===== src/rtl/sp1_ram2p.sv =====
// sp1_ram2p: simple dual-port RAM with byte-enable writes, registered reads and a built-in clear engine
module sp1_ram2p #(
  parameter int DW = 32,
  parameter int AW = 6,
  parameter bit BYPASS = 1'b1
) (
  input  logic            clk,
  input  logic            rst,
  input  logic            wcs,
  input  logic [DW/8-1:0] wbe,
  input  logic [AW-1:0]   wadr,
  input  logic [DW-1:0]   din,
  input  logic            rcs,
  input  logic [AW-1:0]   radr,
  output logic [DW-1:0]   dout,
  input  logic            clr,
  output logic            busy,
  output logic            acc_err
);
  localparam int NB = DW / 8;
  typedef enum logic {CLEAR, IDLE} state_t;
  state_t state, state_n;
  logic [AW-1:0] cnt, cnt_n;
  logic [DW-1:0] mem [2**AW];
  logic [DW-1:0] wdat, rdat;
  logic idle_acc;
  always_comb begin
    state_n = state == CLEAR ? (&cnt ? IDLE : CLEAR) : (clr ? CLEAR : IDLE);
    cnt_n = state == CLEAR ? cnt + 1'b1 : '0;
  end
  assign busy = state == CLEAR;
  assign idle_acc = !busy && !clr && !rst;
  always_comb begin
    wdat = mem[wadr];
    for (int i = 0; i < NB; i++) wdat[8*i+:8] = wbe[i] ? din[8*i+:8] : wdat[8*i+:8];
  end
  assign rdat = BYPASS && wcs && wadr == radr ? wdat : mem[radr];
  always_ff @(posedge clk) begin
    if (rst) begin
      state   <= CLEAR;
      cnt     <= '0;
      dout    <= '0;
      acc_err <= 1'b0;
    end else begin
      state   <= state_n;
      cnt     <= cnt_n;
      acc_err <= busy && (wcs || rcs);
      dout    <= !idle_acc ? '0 : rcs ? rdat : dout;
    end
  end
  always_ff @(posedge clk) begin
    if (busy && !rst) mem[cnt] <= '0;
    else if (idle_acc && wcs) mem[wadr] <= wdat;
  end
endmodule


===== config.mk =====
export PLATFORM = sky130hd
export DESIGN_NAME = sp1_ram2p
export DESIGN_NICKNAME = d
export VERILOG_FILES = /design/src/rtl/sp1_ram2p.sv
export SDC_FILE = /design/constraint.sdc
export NUM_CORES = 2
export LEC_CHECK = 0
export BUFFER_PORTS_ARGS = -buffer_cell sky130_fd_sc_hd__buf_2
export CORE_MARGIN = 2
export CORE_UTILIZATION = 25
export CTS_CLUSTER_SIZE = 28
export DETAILED_ROUTE_END_ITERATION = 12
export HOLD_SLACK_MARGIN = 0.15
export SYNTH_ARGS = -nofsm -noshare
export SYNTH_HDL_FRONTEND = slang
export SYNTH_SLANG_ARGS = --single-unit

===== constraint.sdc =====
create_clock -name clk -period 5.5 [get_ports clk]
set_input_delay 0.275 -clock clk [delete_from_list [all_inputs] [get_ports clk]]
set_output_delay 0.275 -clock clk [all_outputs]
set_load 0.01 [all_outputs]

Yosys cells after proc, flatten, opt, wreduce, memory -nomap -nowiden
Memories as Yosys holds them, arrays and structs flattened. A register that Yosys moved wholly into a read port is not among the register bits.
Index checks and enable logic that the tools add are counted.
- word-level logic and storage cells: 34
- memories: 1
- output and inout bits: 34
- bits of input ports: 53
- bits in writable memories: 2048
- flip-flop bits (word level): 8
- bitwise logic cells: 2
- multiplexer cells: 15
- reduce and logical (&&, ||, !) cells: 12
- add/subtract/negate cells: 1
- memories (name ; words ; bits a word ; rd ports ; clocked after memory_dff ; write ports ; line ; source):
    mem ; 64 ; 32 ; 2 ; 1 ; 1 ; 24 ; logic [DW-1:0] mem [2**AW];
- operators by type and width (kind ; number):
    two-way mux 32 bit ; 1
    two-way mux 8 bit ; 4
    OR reduction 32 bit ; 1
    two-way mux 1 bit ; 9
    adder 6 x 1 -> 6 bit (second input constant) ; 1
    two-way mux 6 bit ; 1
    AND reduction 6 bit ; 1
    logical AND 1 bit ; 5
    OR reduction 2 bit ; 2
    logical NOT 1 bit ; 2
    NOT 1 bit ; 2
    logical OR 1 bit ; 1

Depth between registers and ports, before layout
- word-level depth: 9
- gate-level depth with buffers: 13
- depth with buffers taken out: 7

Worst setup path after synthesis
Ideal clock, no wire load.
- path type: input to register
- start: input port wadr[2]
- end: memory mem[0][22] (data pin)
- setup time: 721 ps
- cell stages on the path: 9
- setup slack: 53 ps
- data arrival time: 4726 ps
- path buffers: 6
- data required time: 4779 ps
- path through: buf_2 -> buf_2 -> clkbuf_1 -> buf_2 -> clkbuf_1 -> clkbuf_1 -> mux4_2 -> nand2_1 -> a211oi_1
- cells in the longest elaborated chain, start to end: 3
- RTL lines (element ; line ; source):
    from (decl) ; 11 ; input logic [AW-1:0] wadr,
    memory (64 x 32 bit) ; n/a ;
    two-way mux 8 bit ; 35 ; for (int i = 0; i < NB; i++) wdat[8*i+:8] = wbe[i] ? din[8*i+:8] : wdat[8*i+:8];
    two-way mux 32 bit (no line) ; n/a ;
    to (decl) ; 24 ;
Every way passes these cells.

Worst setup path in the final report
- start: register state
- end: register dout[9], read port of mem
- cells in the longest elaborated chain, start to end: 4
- RTL lines (element ; line ; source):
    from (decl) ; 22 ; state_t state, state_n;
    from (signal assigned) ; 45 ; state <= state_n;
    logical AND 1 bit (2 in series) ; 32 ; assign idle_acc = !busy && !clr && !rst;
    NOT 1 bit (no line) ; n/a ;
    OR reduction 2 bit (no line) ; n/a ;
    to (decl) ; 15 ; output logic [DW-1:0] dout,
Every way passes these cells.
A chain may end at the register's enable or synchronous reset.

==> results.md <==
- Setup CP Type: reg -> reg
- Syn_area_per_cell: roughly 19 µm²
- Relative slew slack: 9.45%
- Total die area: between 300000 and 400000 µm²
- Fin util: ~29%
- GRT Util Overall: a little under a fifth
- FFs w/ async S/R, synth: 0%
- Hold Slack: just under 200 ps
- Clock power frac: between 40% and 50%
- Share of layout cells above drive strength 1: between 30% and 40%
- RSZ-0062 raised after global routing: false
- Startpoint Class: flip-flop
- CTS Hold Bufs: 44
- Number of max-cap violations: 0
- Die Y: between 600 and 700 µm
- Initial antenna violation count: 29
- Tcrit/Tclk final: between 80 and 90%
- Clock Latency Late Sink: between 900 and 1000 ps
- Main flop type after synthesis: edfxtp_1
- Top post-synthesis cells by area: edfxtp_1 63%, mux4_2 21%, mux2i_1 4.1%
- Routed wire length: roughly 370000 µm
- Post-CTS sizing: 0
- Setup Fix Bufs, Post-CTS: 0
- Maximum vdd drop: 350 µV
- Net Sw Frac: a little under a quarter
- YS warnings: 0
- DRT Pass-1 Iters: 6
- Syn_nets: 5159
- DR iter-0 viols: between 9000 and 10000
- Sequential Power Share: 49.5%
- Area share of the largest cell type after synthesis: approximately 63%
- DP Area: ~110000 µm²
- Post-Synthesis Cells: approximately 5100
- Final hold vios: 0
- WL/cell: 34.2 µm
- Global-route wire length before repair: around 500000 µm
- GPL Wtd Cong: 0.876
- Vias in the first global route: roughly 60000
- Cell leakage power: 38.7 nW
- Clock slew at reported path FFs: approximately 70 ps
- H-tree depth: 4
- Worst-Margin Slew: 1360 ps
- Vias: between 60000 and 70000
- Worst EP arrival: approximately 5300 ps
- Cell Area, Synth: roughly 97000 µm²
- Library cells used by synthesis: approximately 70
- Post-synth EDFFs: slightly above 2000
- Setup TNS: 0 ps
- CP required: ~6400 ps
- Largest net degree at the start of global routing: 117
- Nets: about 5400
- Layout overhead on the synthesized area: 17.3%
- Count leader, synth: edfxtp_1
- Core area: roughly 390000 µm²
- Worst Hold Class: in -> reg
- Flop and latch count out of synthesis: 2088
- Post-route minimum period: 4430 ps
- Root Buffer: clkbuf_16
- CTS tree: built
- GRT overflow: 0
- CTS Buf Count: between 200 and 250
- Vias per cell: 5.65
- CTS sink cnt: about 2100
- Crit path max fanout: 19
- Post-synth top cells: 2048 x edfxtp_1, 919 x mux4_2, 400 x mux2i_1
- Comb pwr share: under 10%
- PwrDens: 306 nW/µm²
- Setup violators final: 0
- Final std cell area, no fill: between 100000 and 150000 µm²
- Register area share after synthesis: ~64%
- Num rows: 229
- Final ANT Viol Nets: 0
- Sw Pwr: 7.90 mW
- Final worst clock skew: 76.1 ps
- Residual DRC: 0
- # IOs: 87
- Internal: around 27 mW
- Starting Density: around a quarter
- Status: finished clean
- Post-DP HPWL: roughly 220000 µm
- Final slew viol count: 0
- Crit end category: flip-flop
- Longest Clk Path Bufs: 3
- Die width: roughly 630 µm
- Leading area contributor after synthesis: edfxtp_1
- I/O Buffers: between 80 and 90
- F_max: roughly 230 MHz
- Total power: between 30 and 40 mW
==> metal layers <==
| layer | part of all wire (%) | up-vias | global-route usage [%] |
|---|---|---|---|
| met1 | 37 | 32500 | 23.7 |
| met5 | 0.13 | - | 0.0988 |
| met2 | 45 | 4631 | 27.8 |
| met4 | 5.2 | 30 | 8.17 |
| met3 | 13 | 985 | 5.39 |
| li1 | - | 22600 | - |
==> sequential cells by signal, indices dropped and copies added (netlist names) <==
signal and count:
cnt 6, mem 2048, acc_err 1, state 1
dout 32
==> layout make-up <==
class | count | area (µm²)
Antenna cell | 10 | 25.0
Clock buffer | 274 | 5820
Clock inverter | 143 | 1670
Fill cell | 37700 | 274000
Inverter | 8 | 35.0
Multi-Input combinational cell | 2595 | 33800
Sequential cell | 2088 | 62300
Tap cell | 5197 | 6500
Timing Repair Buffer | 431 | 3890
==> worst max-delay path, stage by stage (launching register included) <==
cell	delay (ps)
dfxtp_1	470
and4bb_2	700
a21oi_1	100
or4_1	570
nor4_4	430
nand2_2	690
or4b_1	720
nand3_1	90
dlygate4sd3_1	540
==> final timing paths <==
check	start	end	slack, ps	cells past startpoint
hold reg to reg	dout[12]$_SDFFE_PP0P_	dout[12]$_SDFFE_PP0P_	490	2
hold / removal	wcs	acc_err$_SDFF_PP0_	200	4
setup reg to reg	state$_SDFF_PP0_	dout[9]$_SDFFE_PP0P_	1070	8
setup / recovery	state$_SDFF_PP0_	dout[9]$_SDFFE_PP0P_	1070	8
==> placed cells by master, fill, tap and decap left out, types with 29 or more instances in the layout <==
cell and n:
mux2i_1 400, nor3_1 32, clkbuf_16 223, bufinv_16 32, dlygate4sd3_1 44, mux4_2 919, a22oi_1 99, a22o_1 41
o21ai_0 89, clkbuf_1 46, nand2b_1 29, nand3_1 58, nor2_4 75, clkinv_2 33, mux2_2 54, nand2_1 104
o22ai_1 126, buf_4 247, o221ai_1 63, buf_2 77, edfxtp_1 2048, buf_12 55, nor2_1 83, dfxtp_1 40
clkinv_1 55, a21oi_1 98
==> cell families (layout without fill, tap and decap cells) <==
group / Yosys count / count (layout) / synth area share, %
AO/OA/AOI/OAI: 710 / 710 / 5.10
XOR/XNOR: 8 / 8 / 0.0720
adder cells (fa/ha/maj): 1 / 1 / 0.0129
buffers and inverters: 422 / 856 / 2.00
flip-flops: 2088 / 2088 / 64.0
multiplexers: 1384 / 1384 / 26.3
other: 0 / 10 / 0
AND/OR/NAND/NOR: 492 / 492 / 2.46
==> power by group through the flow <==
stage | clock network (mW) | registers (mW) | logic [mW]
after detailed placement | 0 | 17.6 | 2.02
final | 15.5 | 17.3 | 2.09
after global placement | 0 | 17.6 | 2.02
after floorplan | 0 | 17.6 | 1.22
after CTS | 15.6 | 17.3 | 2.06
after global routing | 16.2 | 17.3 | 2.12
==> stage by stage <==
| stage | setup slack [ps] | instances |
|---|---|---|
| finish | 1070 | 10700 |
| global route | 1100 | 10700 |
| CTS | 1220 | 10700 |
| detailed placement | 931 | 10300 |
| global placement | 1010 | 10300 |
| floorplan | 52.6 | 5105 |
No activity file was read; power rests on OpenSTA's default activity.
